`config.mk`:
```
export PLATFORM = sky130hd
export DESIGN_NAME = multicycle_control_flat
export DESIGN_NICKNAME = d
export VERILOG_FILES = /design/src/rtl/multicycle_control_if.sv /design/src/rtl/multicycle_control.sv /design/src/flat_wrapper.sv
export SDC_FILE = /design/constraint.sdc
export NUM_CORES = 1
export LEC_CHECK = 0
export ABC_AREA = 1
export BUFFER_PORTS_ARGS = -buffer_cell sky130_fd_sc_hd__buf_2
export CORE_AREA = 10 10 66 68
export DETAILED_ROUTE_END_ITERATION = 6
export DIE_AREA = 0 0 76 78
export SKIP_LAST_GASP = 1
export SYNTH_ARGS = -nofsm -noshare
export SYNTH_HDL_FRONTEND = slang
export SYNTH_SLANG_ARGS = --single-unit
```
`constraint.sdc`:
```
create_clock -name clk -period 2.12 [get_ports clk]
set_input_delay 0.53 -clock clk [delete_from_list [all_inputs] [get_ports clk]]
set_output_delay 0.53 -clock clk [all_outputs]
set_load 0.01 [all_outputs]
```
`src/rtl/multicycle_control_if.sv`:
```
// Control bundle between the multicycle controller and its datapath.
// The master side is the controller; the slave side is the datapath/IR owner.
interface multicycle_control_if #(
    parameter int STATE_W = 4
);
    logic [5:0]         opcode;
    logic               mem_ready;
    logic               IorD;
    logic               MemWrite;
    logic               IRWrite;
    logic               RegDst;
    logic               MemtoReg;
    logic               RegWrite;
    logic               ALUSrcA;
    logic [1:0]         ALUSrcB;
    logic [1:0]         ALUOp;
    logic [1:0]         PCSrc;
    logic               PCWrite;
    logic               Branch;
    logic               illegal_op;
    logic [STATE_W-1:0] state_o;

    // Handshake: mem_ready high in a wait state means the memory access
    // completes on the coming clock edge; the controller holds its outputs
    // stable (MemWrite included) until then.
    modport master (
        input  opcode, mem_ready,
        output IorD, MemWrite, IRWrite, RegDst, MemtoReg, RegWrite,
               ALUSrcA, ALUSrcB, ALUOp, PCSrc, PCWrite, Branch,
               illegal_op, state_o
    );

    modport slave (
        output opcode, mem_ready,
        input  IorD, MemWrite, IRWrite, RegDst, MemtoReg, RegWrite,
               ALUSrcA, ALUSrcB, ALUOp, PCSrc, PCWrite, Branch,
               illegal_op, state_o
    );
endinterface

```
`src/rtl/multicycle_control.sv`:
```
// Moore control FSM for a multicycle MIPS datapath (R-type, lw, sw, beq, addi, j).
// Control word is registered alongside the state; only the FETCH strobes see mem_ready.
module multicycle_control #(
    parameter int STATE_W = 4
) (
    input  logic                   clk,
    input  logic                   reset,
    multicycle_control_if.master   bus
);
    typedef enum logic [3:0] {
        S_FETCH  = 4'd0,
        S_DECODE = 4'd1,
        S_MEMADR = 4'd2,
        S_MEMRD  = 4'd3,
        S_MEMWB  = 4'd4,
        S_MEMWR  = 4'd5,
        S_EXEC   = 4'd6,
        S_ALUWB  = 4'd7,
        S_BRANCH = 4'd8,
        S_ADDIEX = 4'd9,
        S_ADDIWB = 4'd10,
        S_JUMP   = 4'd11
    } state_t;

    typedef struct packed {
        logic       iord;
        logic       memwrite;
        logic       fetch;
        logic       regdst;
        logic       memtoreg;
        logic       regwrite;
        logic       alusrca;
        logic [1:0] alusrcb;
        logic [1:0] aluop;
        logic [1:0] pcsrc;
        logic       pcwrite;
        logic       branch;
    } ctrl_t;

    localparam logic [5:0] OP_RTYPE = 6'b000000;
    localparam logic [5:0] OP_LW    = 6'b100011;
    localparam logic [5:0] OP_SW    = 6'b101011;
    localparam logic [5:0] OP_BEQ   = 6'b000100;
    localparam logic [5:0] OP_ADDI  = 6'b001000;
    localparam logic [5:0] OP_J     = 6'b000010;

    state_t r_state;
    ctrl_t  r_ctrl;
    state_t w_next;
    ctrl_t  w_ctrl;
    logic   w_legal;

    function automatic state_t next_state(input state_t s, input logic [5:0] op,
                                          input logic mr);
        state_t n;
        n = S_FETCH;
        case (s)
            S_FETCH:  n = mr ? S_DECODE : S_FETCH;
            S_DECODE: begin
                case (op)
                    OP_RTYPE:      n = S_EXEC;
                    OP_LW, OP_SW:  n = S_MEMADR;
                    OP_BEQ:        n = S_BRANCH;
                    OP_ADDI:       n = S_ADDIEX;
                    OP_J:          n = S_JUMP;
                    default:       n = S_FETCH;
                endcase
            end
            S_MEMADR: n = (op == OP_SW) ? S_MEMWR : S_MEMRD;
            S_MEMRD:  n = mr ? S_MEMWB : S_MEMRD;
            S_MEMWR:  n = mr ? S_FETCH : S_MEMWR;
            S_EXEC:   n = S_ALUWB;
            S_ADDIEX: n = S_ADDIWB;
            default:  n = S_FETCH;
        endcase
        return n;
    endfunction

    function automatic ctrl_t decode(input state_t s);
        ctrl_t c;
        c = '0;
        case (s)
            S_FETCH: begin
                c.fetch   = 1'b1;
                c.alusrcb = 2'b01;
            end
            S_DECODE: c.alusrcb = 2'b11;
            S_MEMADR: begin
                c.alusrca = 1'b1;
                c.alusrcb = 2'b10;
            end
            S_MEMRD:  c.iord = 1'b1;
            S_MEMWB: begin
                c.memtoreg = 1'b1;
                c.regwrite = 1'b1;
            end
            S_MEMWR: begin
                c.iord     = 1'b1;
                c.memwrite = 1'b1;
            end
            S_EXEC: begin
                c.alusrca = 1'b1;
                c.aluop   = 2'b10;
            end
            S_ALUWB: begin
                c.regdst   = 1'b1;
                c.regwrite = 1'b1;
            end
            S_BRANCH: begin
                c.alusrca = 1'b1;
                c.aluop   = 2'b01;
                c.pcsrc   = 2'b01;
                c.branch  = 1'b1;
            end
            S_ADDIEX: begin
                c.alusrca = 1'b1;
                c.alusrcb = 2'b10;
            end
            S_ADDIWB: c.regwrite = 1'b1;
            S_JUMP: begin
                c.pcsrc   = 2'b10;
                c.pcwrite = 1'b1;
            end
            default:  c = '0;
        endcase
        return c;
    endfunction

    always_comb begin
        w_next  = next_state(r_state, bus.opcode, bus.mem_ready);
        w_legal = (bus.opcode == OP_RTYPE) || (bus.opcode == OP_LW) ||
                  (bus.opcode == OP_SW)    || (bus.opcode == OP_BEQ) ||
                  (bus.opcode == OP_ADDI)  || (bus.opcode == OP_J);
        w_ctrl  = reset ? '0 : r_ctrl;
    end

    // The control word is precomputed from the next state so it is a flop output.
    always_ff @(posedge clk) begin
        if (reset) begin
            r_state <= S_FETCH;
            r_ctrl  <= decode(S_FETCH);
        end else begin
            r_state <= w_next;
            r_ctrl  <= decode(w_next);
        end
    end

    assign bus.IorD       = w_ctrl.iord;
    assign bus.MemWrite   = w_ctrl.memwrite;
    assign bus.IRWrite    = w_ctrl.fetch & bus.mem_ready;
    assign bus.RegDst     = w_ctrl.regdst;
    assign bus.MemtoReg   = w_ctrl.memtoreg;
    assign bus.RegWrite   = w_ctrl.regwrite;
    assign bus.ALUSrcA    = w_ctrl.alusrca;
    assign bus.ALUSrcB    = w_ctrl.alusrcb;
    assign bus.ALUOp      = w_ctrl.aluop;
    assign bus.PCSrc      = w_ctrl.pcsrc;
    assign bus.PCWrite    = w_ctrl.pcwrite | (w_ctrl.fetch & bus.mem_ready);
    assign bus.Branch     = w_ctrl.branch;
    assign bus.illegal_op = ~reset & (r_state == S_DECODE) & ~w_legal;
    assign bus.state_o    = reset ? '0 : STATE_W'(r_state);
endmodule
```
`src/flat_wrapper.sv`:
```
// flat-port wrapper written by rule: the top's interface ports become plain ports
module multicycle_control_flat 
#(
    parameter int STATE_W = 4
)
  (clk, reset, bus_opcode, bus_mem_ready, bus_IorD, bus_MemWrite, bus_IRWrite, bus_RegDst, bus_MemtoReg, bus_RegWrite, bus_ALUSrcA, bus_ALUSrcB, bus_ALUOp, bus_PCSrc, bus_PCWrite, bus_Branch, bus_illegal_op, bus_state_o);
  multicycle_control_if #(.STATE_W(STATE_W)) bus_i ();
  input  logic clk;
  input  logic reset;
  input wire logic [$bits(bus_i.opcode)-1:0] bus_opcode;
  input wire logic [$bits(bus_i.mem_ready)-1:0] bus_mem_ready;
  output wire logic [$bits(bus_i.IorD)-1:0] bus_IorD;
  output wire logic [$bits(bus_i.MemWrite)-1:0] bus_MemWrite;
  output wire logic [$bits(bus_i.IRWrite)-1:0] bus_IRWrite;
  output wire logic [$bits(bus_i.RegDst)-1:0] bus_RegDst;
  output wire logic [$bits(bus_i.MemtoReg)-1:0] bus_MemtoReg;
  output wire logic [$bits(bus_i.RegWrite)-1:0] bus_RegWrite;
  output wire logic [$bits(bus_i.ALUSrcA)-1:0] bus_ALUSrcA;
  output wire logic [$bits(bus_i.ALUSrcB)-1:0] bus_ALUSrcB;
  output wire logic [$bits(bus_i.ALUOp)-1:0] bus_ALUOp;
  output wire logic [$bits(bus_i.PCSrc)-1:0] bus_PCSrc;
  output wire logic [$bits(bus_i.PCWrite)-1:0] bus_PCWrite;
  output wire logic [$bits(bus_i.Branch)-1:0] bus_Branch;
  output wire logic [$bits(bus_i.illegal_op)-1:0] bus_illegal_op;
  output wire logic [$bits(bus_i.state_o)-1:0] bus_state_o;
  assign bus_i.opcode = bus_opcode;
  assign bus_i.mem_ready = bus_mem_ready;
  assign bus_IorD = bus_i.IorD;
  assign bus_MemWrite = bus_i.MemWrite;
  assign bus_IRWrite = bus_i.IRWrite;
  assign bus_RegDst = bus_i.RegDst;
  assign bus_MemtoReg = bus_i.MemtoReg;
  assign bus_RegWrite = bus_i.RegWrite;
  assign bus_ALUSrcA = bus_i.ALUSrcA;
  assign bus_ALUSrcB = bus_i.ALUSrcB;
  assign bus_ALUOp = bus_i.ALUOp;
  assign bus_PCSrc = bus_i.PCSrc;
  assign bus_PCWrite = bus_i.PCWrite;
  assign bus_Branch = bus_i.Branch;
  assign bus_illegal_op = bus_i.illegal_op;
  assign bus_state_o = bus_i.state_o;
  multicycle_control #(.STATE_W(STATE_W)) u_core (.clk(clk), .reset(reset), .bus(bus_i));
endmodule
```
### Word-level counts from Yosys, hierarchy flattened

Cells that the tools add are included.
Widths: inputs -> output; s select.

* equal/unequal tests: 22
* multiplexer cells: 20
* bitwise operators: 6
* reduce and logical (&&, ||, !) cells: 13

Operators with widths (number)
* $pmux 4 s7: 1
* $eq 4x3->1 const B: 6
* $eq 4x4->1 const B: 5
* $pmux 4 s5: 1
* $eq 4x2->1 const B: 4
* $mux 15: 1
* $eq 6x6->1 const B: 2
* $mux 1: 10
* $mux 3: 3
* $eq 4x1->1 const B: 2
* $logic_not 4->1: 2
* $pmux 2 s2: 2
* $eq 6x2->1 const B: 1
* $eq 6x3->1 const B: 1
* $eq 6x4->1 const B: 1
* $logic_not 6->1: 1
* $pmux 2 s3: 1
* $reduce_or 2->1: 3
* $logic_or 1x1->1: 5
* $mux 4: 1
* $reduce_or 4->1: 1
* $and 1x1->1: 3
* $reduce_or 3->1: 1
* $not 1->1: 2
* $or 1x1->1: 1

* register bits after elaboration: 19
* input port bits: 9
* output and inout bits: 20
* word-level logic and storage cells: 74

### Depth between registers and ports, before layout

Gate-level depths: netlist of run 1.

* word-level depth: 8
* depth in mapped cells: 11
* depth with buffers taken out: 11

### Worst setup path after synthesis of run 1

Ideal clock, no wire load.

* kind: in2out
* from: in reset
* to: out bus_PCSrc[0]
* arrival: 1.363 ns
* required time: 1.590 ns
* slack: 0.227 ns
* stages on the path: 4
* buffers on the path: 3
* cell sequence: clkbuf_1 > buf_1 > nor2_1 > buf_4

* longest elaborated chain between the ends: 1

Ends and longest elaborated chain
* start, declared: RTL line flat_wrapper.sv:9 `input logic reset;`
* $mux 15: RTL line multicycle_control.sv:134 `w_ctrl = reset ? '0 : r_ctrl;`
* end, declared: RTL line flat_wrapper.sv:21 `output wire logic [$bits(bus_i.PCSrc)-1:0] bus_PCSrc;`

No other way between the ends.

### Worst setup path after layout of run 1

* from: reg u_core.r_state[0]
* to: out bus_illegal_op

* longest elaborated chain between the ends: 3

Ends and longest elaborated chain
* start, declared: RTL line multicycle_control.sv:47 `state_t r_state;`
* start signal, assigned: RTL line multicycle_control.sv:143 `r_state <= w_next;`
* $eq 4x1->1: RTL line multicycle_control.sv:160 `assign bus.illegal_op = ~reset & (r_state == S_DECODE) & ~w_legal;`
* $and 1x1->1 (2 in a row): RTL line multicycle_control.sv:160
* end, declared: RTL line flat_wrapper.sv:24 `output wire logic [$bits(bus_i.illegal_op)-1:0] bus_illegal_op;`

No other way between the ends.

==> results.tsv, run 1 <==
stage	metric	value	unit
placement	placed cell count	234	
floorplan	starting density of the core	0.323	
power	pwr/cell area	505	nW/µm²
power	Lkg Pwr	0.721	nW
synth	syn_area_per_cell	6.35	µm²
clock_network	Clock Tree Buf Depth	2	
setup_path	CP startpoint kind	flip-flop	
synth	largest family of logic cells by synthesized area	simple AND/OR/NAND/NOR gates	
global_route	first-pass GRT wire length	4020	µm
global_route	vias in the first global route	979	
cells_and_area	register area	360	µm²
clock_network	CTS tree	yes	
setup_path	Crit-path slowest cell	dfxtp_1	
synth	Netlist cell types	20	
clock_network	CTS buffer count	3	
setup_path	CP Max Fanout	3	
clock_network	clock transition at the registers of the reported paths	0.09	ns
timing	Slew HR	0.807	
placement	Port Buffer Count	28	
timing	final hold violation count	0	
global_route	Remaining Overflow, GRT	0	
synth	sequential fraction of the synthesis area	0.350	
floorplan	IO Pins	29	
clock_network	clock sinks	18	
drt	Residual DRC	0	
floorplan	core area	3180	µm²
setup_path	Max stage delay on crit path	0.38	ns
cells_and_area	multi-input logic area	526	µm²
drt	vias post-DR	967	
synth	post-synthesis compound-gate area fraction	0.0280	
drt	Routed WL	2180	µm
synth	post-synthesis xor/xnor area fraction	0	
global_route	largest net degree at the start of global routing	15	
cells_and_area	most common cell after layout, fill and taps aside	nor2_1	
cells_and_area	fill count	349	
drt	via/cell ratio	4.06	
hold_path	worst min path class	input port to flip-flop	
synth	Warnings, synthesis	0	
clock_network	post-cts resize count	0	
timing	fin crit share	0.934	
synth	Synth Area in Adders	0	
synth	#FFs+latches synth	18	
clock_network	worst skew pair latency	0.29	ns
setup_path	CP arrival	1.45	ns
global_route	initial antenna violation count	0	
clock_network	Hold Buf Count CTS	0	
timing	minimum clock period	1.98	ns
timing	Slew Viols, Final	0	
setup_path	WP data required	1.59	ns
drt	DR pass1 iterations	4	
drt	routed len/inst	9.18	µm
synth	simple logic cell fraction of the synthesized area	0.483	
clock_network	CTS H-tree lvls	1	
floorplan	row count	21	
cells_and_area	layout net count	202	
setup_path	critical-path cell list	inv_2 > nor2_2 > nand2_2 > nor4_1 > buf_2	
setup_path	CP Capture Type	output port	
floorplan	Die W	76	µm
global_route	Total GRT Usage	0.0784	
setup_path	R2R Setup Slk	0.75	ns
drt	initial DRC count	18	
setup_path	CP Class	flip-flop to output port	
placement	routability cong.	0.809	
synth	mux share of post-synthesis cell area	0	
synth	syn_nets	171	
synth	synthesized area	1030	µm²
timing	RSZ-0062 raised after global routing	false	
timing	Final Setup Violations	0	
cells_and_area	Finished Layout Cells	238	
floorplan	die area	5930	µm²
power	VDD IR max	0.184	mV
timing	Setup Skew	0.00147	ns
run	max cap viols	0	
cells_and_area	most frequent cells in the layout	nor2_1 (37), buf_2 (28), inv_1 (26), nand2_1 (26), dfxtp_1 (18)	
status	status	complete, no violations	
floorplan	die span in y	78	µm
cells_and_area	share of layout cells above drive strength 1	0.323	
cells_and_area	Diodes inserted	0	
timing	setup_tns	0	ns
clock_network	post-CTS setup buffers	0	
placement	post-DP HPWL	1910	µm
timing	Slew @ Worst Pin	0.290	ns
clock_network	CTS root buf	clkbuf_4	
cells_and_area	Area growth, synth to finish	22.4	%
timing	Achievable Freq	505	MHz
synth	Synth Instances	162	
drt	DRT antenna net count	0	
==> registers in the layout (all words and copies together), names as in the netlist <==
register	cells
u_core.r_state	4
u_core.r_ctrl	14
==> where the power goes <==
group / internal [mW] / switching (mW) / total, mW
clock: 0.105 / 0.0997 / 0.204
sequential: 0.344 / 0.00296 / 0.347
combinational: 0.0298 / 0.0542 / 0.0840
total: 0.478 / 0.157 / 0.635
==> stage by stage <==
stage                     hold WS [ns]  worst slack, ns  instance area, µm²  power, mW  utilization
final                            0.547            0.140                1260      0.635        0.396
after global routing             0.546           0.0365                1260      0.668        0.396
after CTS                        0.537            0.125                1260      0.644        0.396
after detailed placement         0.612            0.301                1220      0.440        0.384
after global placement           0.617            0.288                1220      0.440        0.384
after floorplan                  0.558            0.227                1030      0.410            -
==> kinds of logic (layout without fill, tap and decap cells) <==
group / Yosys count / in the layout
compound gates: 5 / 5
flops: 18 / 18
buf+inv: 37 / 67
simple gates: 102 / 102
==> path summary, 6_finish.rpt <==
check,startpoint,endpoint,depth (start not counted)
setup / recovery,u_core.r_state[0],bus_illegal_op,5
hold / removal,bus_mem_ready,u_core.r_ctrl[10],3
setup reg to reg,u_core.r_state[0],u_core.r_ctrl[8],8
hold reg to reg,u_core.r_state[0],u_core.r_ctrl[10],4
==> synthesized netlist by cell type <==
master,count,area [µm²]
buf_1,2,7.51
nand3_2,3,30.0
nand2_4,2,22.5
nor2_2,7,43.8
nand2_1,26,97.6
dfxtp_1,18,360
nand3_1,17,85.1
nor2_1,37,139
nor2_4,3,33.8
a21oi_2,1,8.76
o21ai_0,1,5.00
clkbuf_1,1,3.75
o21ai_1,2,10.0
inv_1,26,97.6
nor4_1,1,6.26
buf_4,1,7.51
nand3b_1,1,7.51
a21oi_1,1,5.00
nand2_2,5,31.3
inv_2,7,26.3
==> worst max-delay path: cells and delay by family, from the launching register on <==
kind	cells	cell delay, ns
AND/OR/NAND/NOR	3	0.52
flip-flops	1	0.38
buffers and inverters	2	0.25
==> per-layer routing <==
metal  vias up  global-route usage  part of all wire
met5         -                   0                 0
met4         0              0.0398             0.018
met3         4              0.0219             0.047
met2        18               0.135              0.48
met1       403              0.0862              0.46
li1        542                   -                 -
==> layout make-up <==
| class | instances | share of cell area |
|---|---|---|
| multi-input combinational | 107 | 0.417 |
| sequential | 18 | 0.286 |
| timing repair buffer | 30 | 0.123 |
| inverter | 33 | 0.0984 |
| clock buffer | 4 | 0.0288 |
| tap | 46 | 0.0457 |
Power figures use the tool's default switching activity.
==> inputs of run 2 (changes only) <==
- SLEW_MARGIN: unset -> 0
- clock period: 2.12 -> 2.5 ns (I/O delays scaled with it)
==> run 2 against run 1 <==
  * Count of clock-buffer cells in the layout shrank 1
  * Sequential power shrank 15%
  * Combinational power shrank 16%
  * Cell count shrank 0.84%
  * Non-clock buffer count shrank 1
  * Largest power group unchanged
  * Highest routed layer unchanged
==> results.tsv, run 2 (synthesis results as in run 1) <==
stage	metric	value	unit
cells_and_area	Diodes inserted	0	
power	total power	498	µW
clock_network	clock sinks	18	
status	status	complete, no violations	
power	VDD IR max	0.140	mV
floorplan	Die W	76	µm
power	pwr/cell area	403	nW/µm²
setup_path	CP startpoint kind	flip-flop	
global_route	Remaining Overflow, GRT	0	
global_route	vias in the first global route	955	
timing	Slew Viols, Final	0	
global_route	first-pass GRT wire length	3980	µm
setup_path	Max stage delay on crit path	0.38	ns
timing	final hold violation count	0	
timing	Final Setup Violations	0	
power	sequential share of power	0.591	
setup_path	CP Class	flip-flop to output port	
cells_and_area	most frequent cells in the layout	nor2_1 (37), buf_2 (28), inv_1 (26), nand2_1 (26), dfxtp_1 (18)	
floorplan	die area	5930	µm²
cells_and_area	Reg with most FFs	u_core.r_ctrl	
timing	setup_tns	0	ns
setup_path	WP data required	1.88	ns
power	clock share of power	0.268	
clock_network	CTS H-tree lvls	1	
timing	Setup Skew	0.000559	ns
setup_path	Crit-path slowest cell	dfxtp_1	
placement	post-DP HPWL	1880	µm
cells_and_area	fill count	360	
timing	Achievable Freq	487	MHz
clock_network	Hold Buf Count CTS	0	
placement	Port Buffer Count	28	
cells_and_area	number of flip-flops under the largest register name	14	
clock_network	CTS tree	yes	
cells_and_area	Top Registers	u_core.r_ctrl x14, u_core.r_state x4	
clock_network	post-cts resize count	0	
floorplan	IO Pins	29	
floorplan	die span in y	78	µm
drt	DR pass1 iterations	4	
setup_path	CP Capture Type	output port	
clock_network	post-CTS setup buffers	0	
power	Net Sw Power	126	µW
setup_path	worst r2r path cells	10	
cells_and_area	most common cell after layout, fill and taps aside	nor2_1	
clock_network	CTS root buf	clkbuf_4	
power	Lkg Pwr	0.709	nW
cells_and_area	Area growth, synth to finish	20.3	%
clock_network	Clock Tree Buf Depth	2	
timing	Slew @ Worst Pin	0.264	ns
power	Internal	372	µW
power	Comb pwr share	0.141	
clock_network	CTS buffer count	3	
setup_path	critical-path cell list	inv_2 > nor2_2 > nand2_2 > nor4_1 > buf_2	
clock_network	worst skew pair latency	0.28	ns
cells_and_area	share of layout cells above drive strength 1	0.316	
floorplan	core area	3180	µm²
timing	RSZ-0062 raised after global routing	false	
floorplan	row count	21	
hold_path	worst min path class	flip-flop to flip-flop	
run	max cap viols	0	
hold_path	Worst Hold Depth	4	
setup_path	CP arrival	1.43	ns
cells_and_area	layout net count	201	
clock_network	clock transition at the registers of the reported paths	0.09	ns
drt	vias post-DR	967	
global_route	initial antenna violation count	0	
power	Net Sw Frac	0.253	
drt	Routed WL	2160	µm
timing	Slew HR	0.824	
floorplan	starting density of the core	0.323	
drt	Residual DRC	0	
setup_path	CP Max Fanout	3	
drt	via/cell ratio	4.10	
timing	minimum clock period	2.05	ns
global_route	Total GRT Usage	0.0786	
drt	initial DRC count	25	
global_route	largest net degree at the start of global routing	15	
placement	routability cong.	0.806	
drt	routed len/inst	9.16	µm
timing	fin crit share	0.821	
drt	DRT antenna net count	0	
-- run 2: cell types whose count changed in the layout (fill, tap and decap cells not counted) --
cell and change:
buf_4 -1, clkbuf_8 -1
-- run 2: path summary, 6_finish.rpt --
| check | start | endpoint | slack (ns) |
|---|---|---|---|
| worst min-delay path | u_core.r_state[0] | u_core.r_ctrl[10] | 0.62 |
| worst min register to register | u_core.r_state[0] | u_core.r_ctrl[10] | 0.62 |
| worst max register to register | u_core.r_state[0] | u_core.r_ctrl[8] | 1.14 |
| worst max-delay path | u_core.r_state[0] | bus_illegal_op | 0.45 |
-- run 2: power by group through the flow --
stage	registers, mW	clock network, mW	logic [mW]
floorplan	0.300	0	0.0473
global placement	0.301	0	0.0713
detailed placement	0.301	0	0.0715
CTS	0.294	0.141	0.0716
global route	0.295	0.152	0.0813
finish	0.294	0.134	0.0703
-- run 2: stage by stage --
stage          utilization  hold slack (ns)  cells  setup slack, ns  cell area (µm²)
2_1_floorplan            -            0.558    162            0.417             1030
3_3_place_gp         0.382            0.609    233            0.484             1210
3_5_place_dp         0.382            0.609    233            0.494             1210
4_1_cts              0.389            0.624    236            0.429             1240
5_1_grt              0.389            0.636    236            0.327             1240
6_report             0.389            0.624    236            0.447             1240
-- run 2: per-layer routing --
layer,GRT usage,routed length [µm],vias up
li1,-,-,545
met1,0.0842,983,399
met2,0.134,1030,19
met3,0.0242,107,4
met4,0.0455,42,0
met5,0,0,-
-- run 2: area by class of cell --
type | instances | area [µm²] | share of cell area
sequential | 18 | 360 | 0.291
inverter | 33 | 124 | 0.100
clock buffer | 3 | 22.5 | 0.0182
timing repair buffer | 29 | 148 | 0.119
tap | 46 | 57.6 | 0.0465
multi-input combinational | 107 | 526 | 0.425
-- run 2: worst max-delay path, delay by kind of cell, from the launching register on --
kind                   cells  cell delay, ns
DFF                        1            0.38
buffers and inverters      2            0.24
and+or+nand+nor            3            0.52
==> inputs of run 3 (changes only) <==
- clock period: 2.5 -> 2.1 ns (I/O delays scaled with it)
==> run 3 against run 2 <==
  * Count of clock-buffer cells in the layout unchanged
  * Utilization is 0.39 points higher
  * Global-route usage increased by 0.20 points
  * Critical endpoint unchanged
  * Clock skew rose by 0.0025 ns
  * Sequential power rose by 19%
  * Largest power group unchanged
  * Critical path depth shrank 1
==> results.tsv, run 3 (synthesis results as in run 1) <==
stage	metric	value	unit
timing	final hold violation count	0	
cells_and_area	layout net count	202	
cells_and_area	post-layout util	0.393	
global_route	first-pass GRT wire length	4020	µm
timing	minimum clock period	1.93	ns
setup_path	CP Max Fanout	6	
setup_path	CP arrival	1.40	ns
drt	DR pass1 iterations	4	
timing	Final Setup Violations	0	
clock_network	CTS tree	yes	
floorplan	die span in y	78	µm
placement	placed cell count	234	
floorplan	Die W	76	µm
clock_network	Hold Buf Count CTS	0	
global_route	vias in the first global route	949	
power	Lkg Pwr	0.715	nW
timing	Slew Viols, Final	0	
setup_path	WP data required	1.57	ns
clock_network	CTS buffer count	3	
drt	initial DRC count	34	
placement	post-DP HPWL	1910	µm
global_route	largest net degree at the start of global routing	22	
floorplan	row count	21	
cells_and_area	most common cell after layout, fill and taps aside	nor2_1	
cells_and_area	Area growth, synth to finish	21.5	%
cells_and_area	Finished Layout Cells	237	
timing	Slew @ Worst Pin	0.359	ns
floorplan	starting density of the core	0.323	
setup_path	CP Class	flip-flop to output port	
floorplan	core area	3180	µm²
drt	DRT antenna net count	0	
clock_network	clock sinks	18	
timing	setup_tns	0	ns
cells_and_area	Diodes inserted	0	
setup_path	CP startpoint kind	flip-flop	
placement	routability cong.	0.827	
drt	vias post-DR	967	
power	pwr/cell area	476	nW/µm²
setup_path	Max stage delay on crit path	0.37	ns
floorplan	die area	5930	µm²
setup_path	critical-path cell list	nor2_4 > nand2_2 > nor4_1 > buf_2	
drt	via/cell ratio	4.08	
timing	fin crit share	0.918	
global_route	Total GRT Usage	0.0806	
global_route	initial antenna violation count	0	
cells_and_area	most frequent cells in the layout	nor2_1 (37), buf_2 (28), inv_1 (26), nand2_1 (26), dfxtp_1 (18)	
cells_and_area	share of layout cells above drive strength 1	0.319	
setup_path	CP Capture Type	output port	
floorplan	IO Pins	29	
timing	RSZ-0062 raised after global routing	false	
hold_path	worst min path class	input port to flip-flop	
clock_network	CTS root buf	clkbuf_4	
clock_network	post-cts resize count	0	
drt	routed len/inst	9.39	µm
placement	Port Buffer Count	28	
clock_network	CTS H-tree lvls	1	
clock_network	worst skew pair latency	0.28	ns
cells_and_area	Top Registers	u_core.r_ctrl x14, u_core.r_state x4	
drt	Routed WL	2230	µm
clock_network	post-CTS setup buffers	0	
power	VDD IR max	0.195	mV
clock_network	Clock Tree Buf Depth	2	
setup_path	Crit-path slowest cell	dfxtp_1	
clock_network	clock transition at the registers of the reported paths	0.09	ns
global_route	Remaining Overflow, GRT	0	
timing	Achievable Freq	519	MHz
run	max cap viols	0	
drt	Residual DRC	0	
cells_and_area	Reg with most FFs	u_core.r_ctrl	
status	status	complete, no violations	
timing	Slew HR	0.761	
cells_and_area	number of flip-flops under the largest register name	14	
timing	Setup Skew	0.00308	ns
==> run 3: changes by cell type in the layout (fill, tap and decap cells not counted), sizes merged <==
| cell | previous run | this run |
|---|---|---|
| buf | 29 | 30 |
==> run 3: area by class of cell <==
cell class | instances | area (µm²)
well taps | 46 | 57.6
flip-flops and latches | 18 | 360
fillers | 363 | 1930
inverters | 33 | 124
clock buffers | 3 | 22.5
multi-input cells | 107 | 531
repair buffers | 30 | 155
==> run 3: path summary, 6_finish.rpt <==
path	slack, ns	cells past startpoint	from	end
max reg2reg	0.69	10	u_core.r_state[0]	u_core.r_ctrl[8]
min reg2reg	0.64	4	u_core.r_state[0]	u_core.r_ctrl[10]
max	0.17	4	u_core.r_state[3]	bus_illegal_op
min	0.56	3	bus_mem_ready	u_core.r_ctrl[10]
==> run 3: routing by layer <==
layer  GRT usage  up-vias  share of wire
li1            -      540              -
met1      0.0825      397           0.43
met2       0.136       23           0.47
met3      0.0288        7          0.064
met4      0.0549        0          0.037
met5           0        -              0
==> run 3: critical path: cells and delay by family (launching register included) <==
| kind | cells | cell delay, ns |
|---|---|---|
| buf+inv | 1 | 0.18 |
| flops | 1 | 0.37 |
| simple gates | 3 | 0.58 |
==> run 3: power by group <==
part / switching, mW / total, mW / internal [mW] / leakage, nW
clock: 0.0924 / 0.159 / 0.0667 / 0.0138
combinational: 0.0552 / 0.0856 / 0.0304 / 0.555
sequential: 0.00346 / 0.351 / 0.347 / 0.146
==> run 3: per-stage QoR <==
step | power [mW] | hold WS (ns) | area, µm² | setup slack, ns
final | 0.595 | 0.556 | 1250 | 0.172
after global routing | 0.631 | 0.548 | 1250 | 0.0213
after floorplan | 0.414 | 0.558 | 1030 | 0.217
after CTS | 0.602 | 0.549 | 1240 | 0.101
after global placement | 0.444 | 0.619 | 1220 | 0.270
after detailed placement | 0.445 | 0.625 | 1220 | 0.274
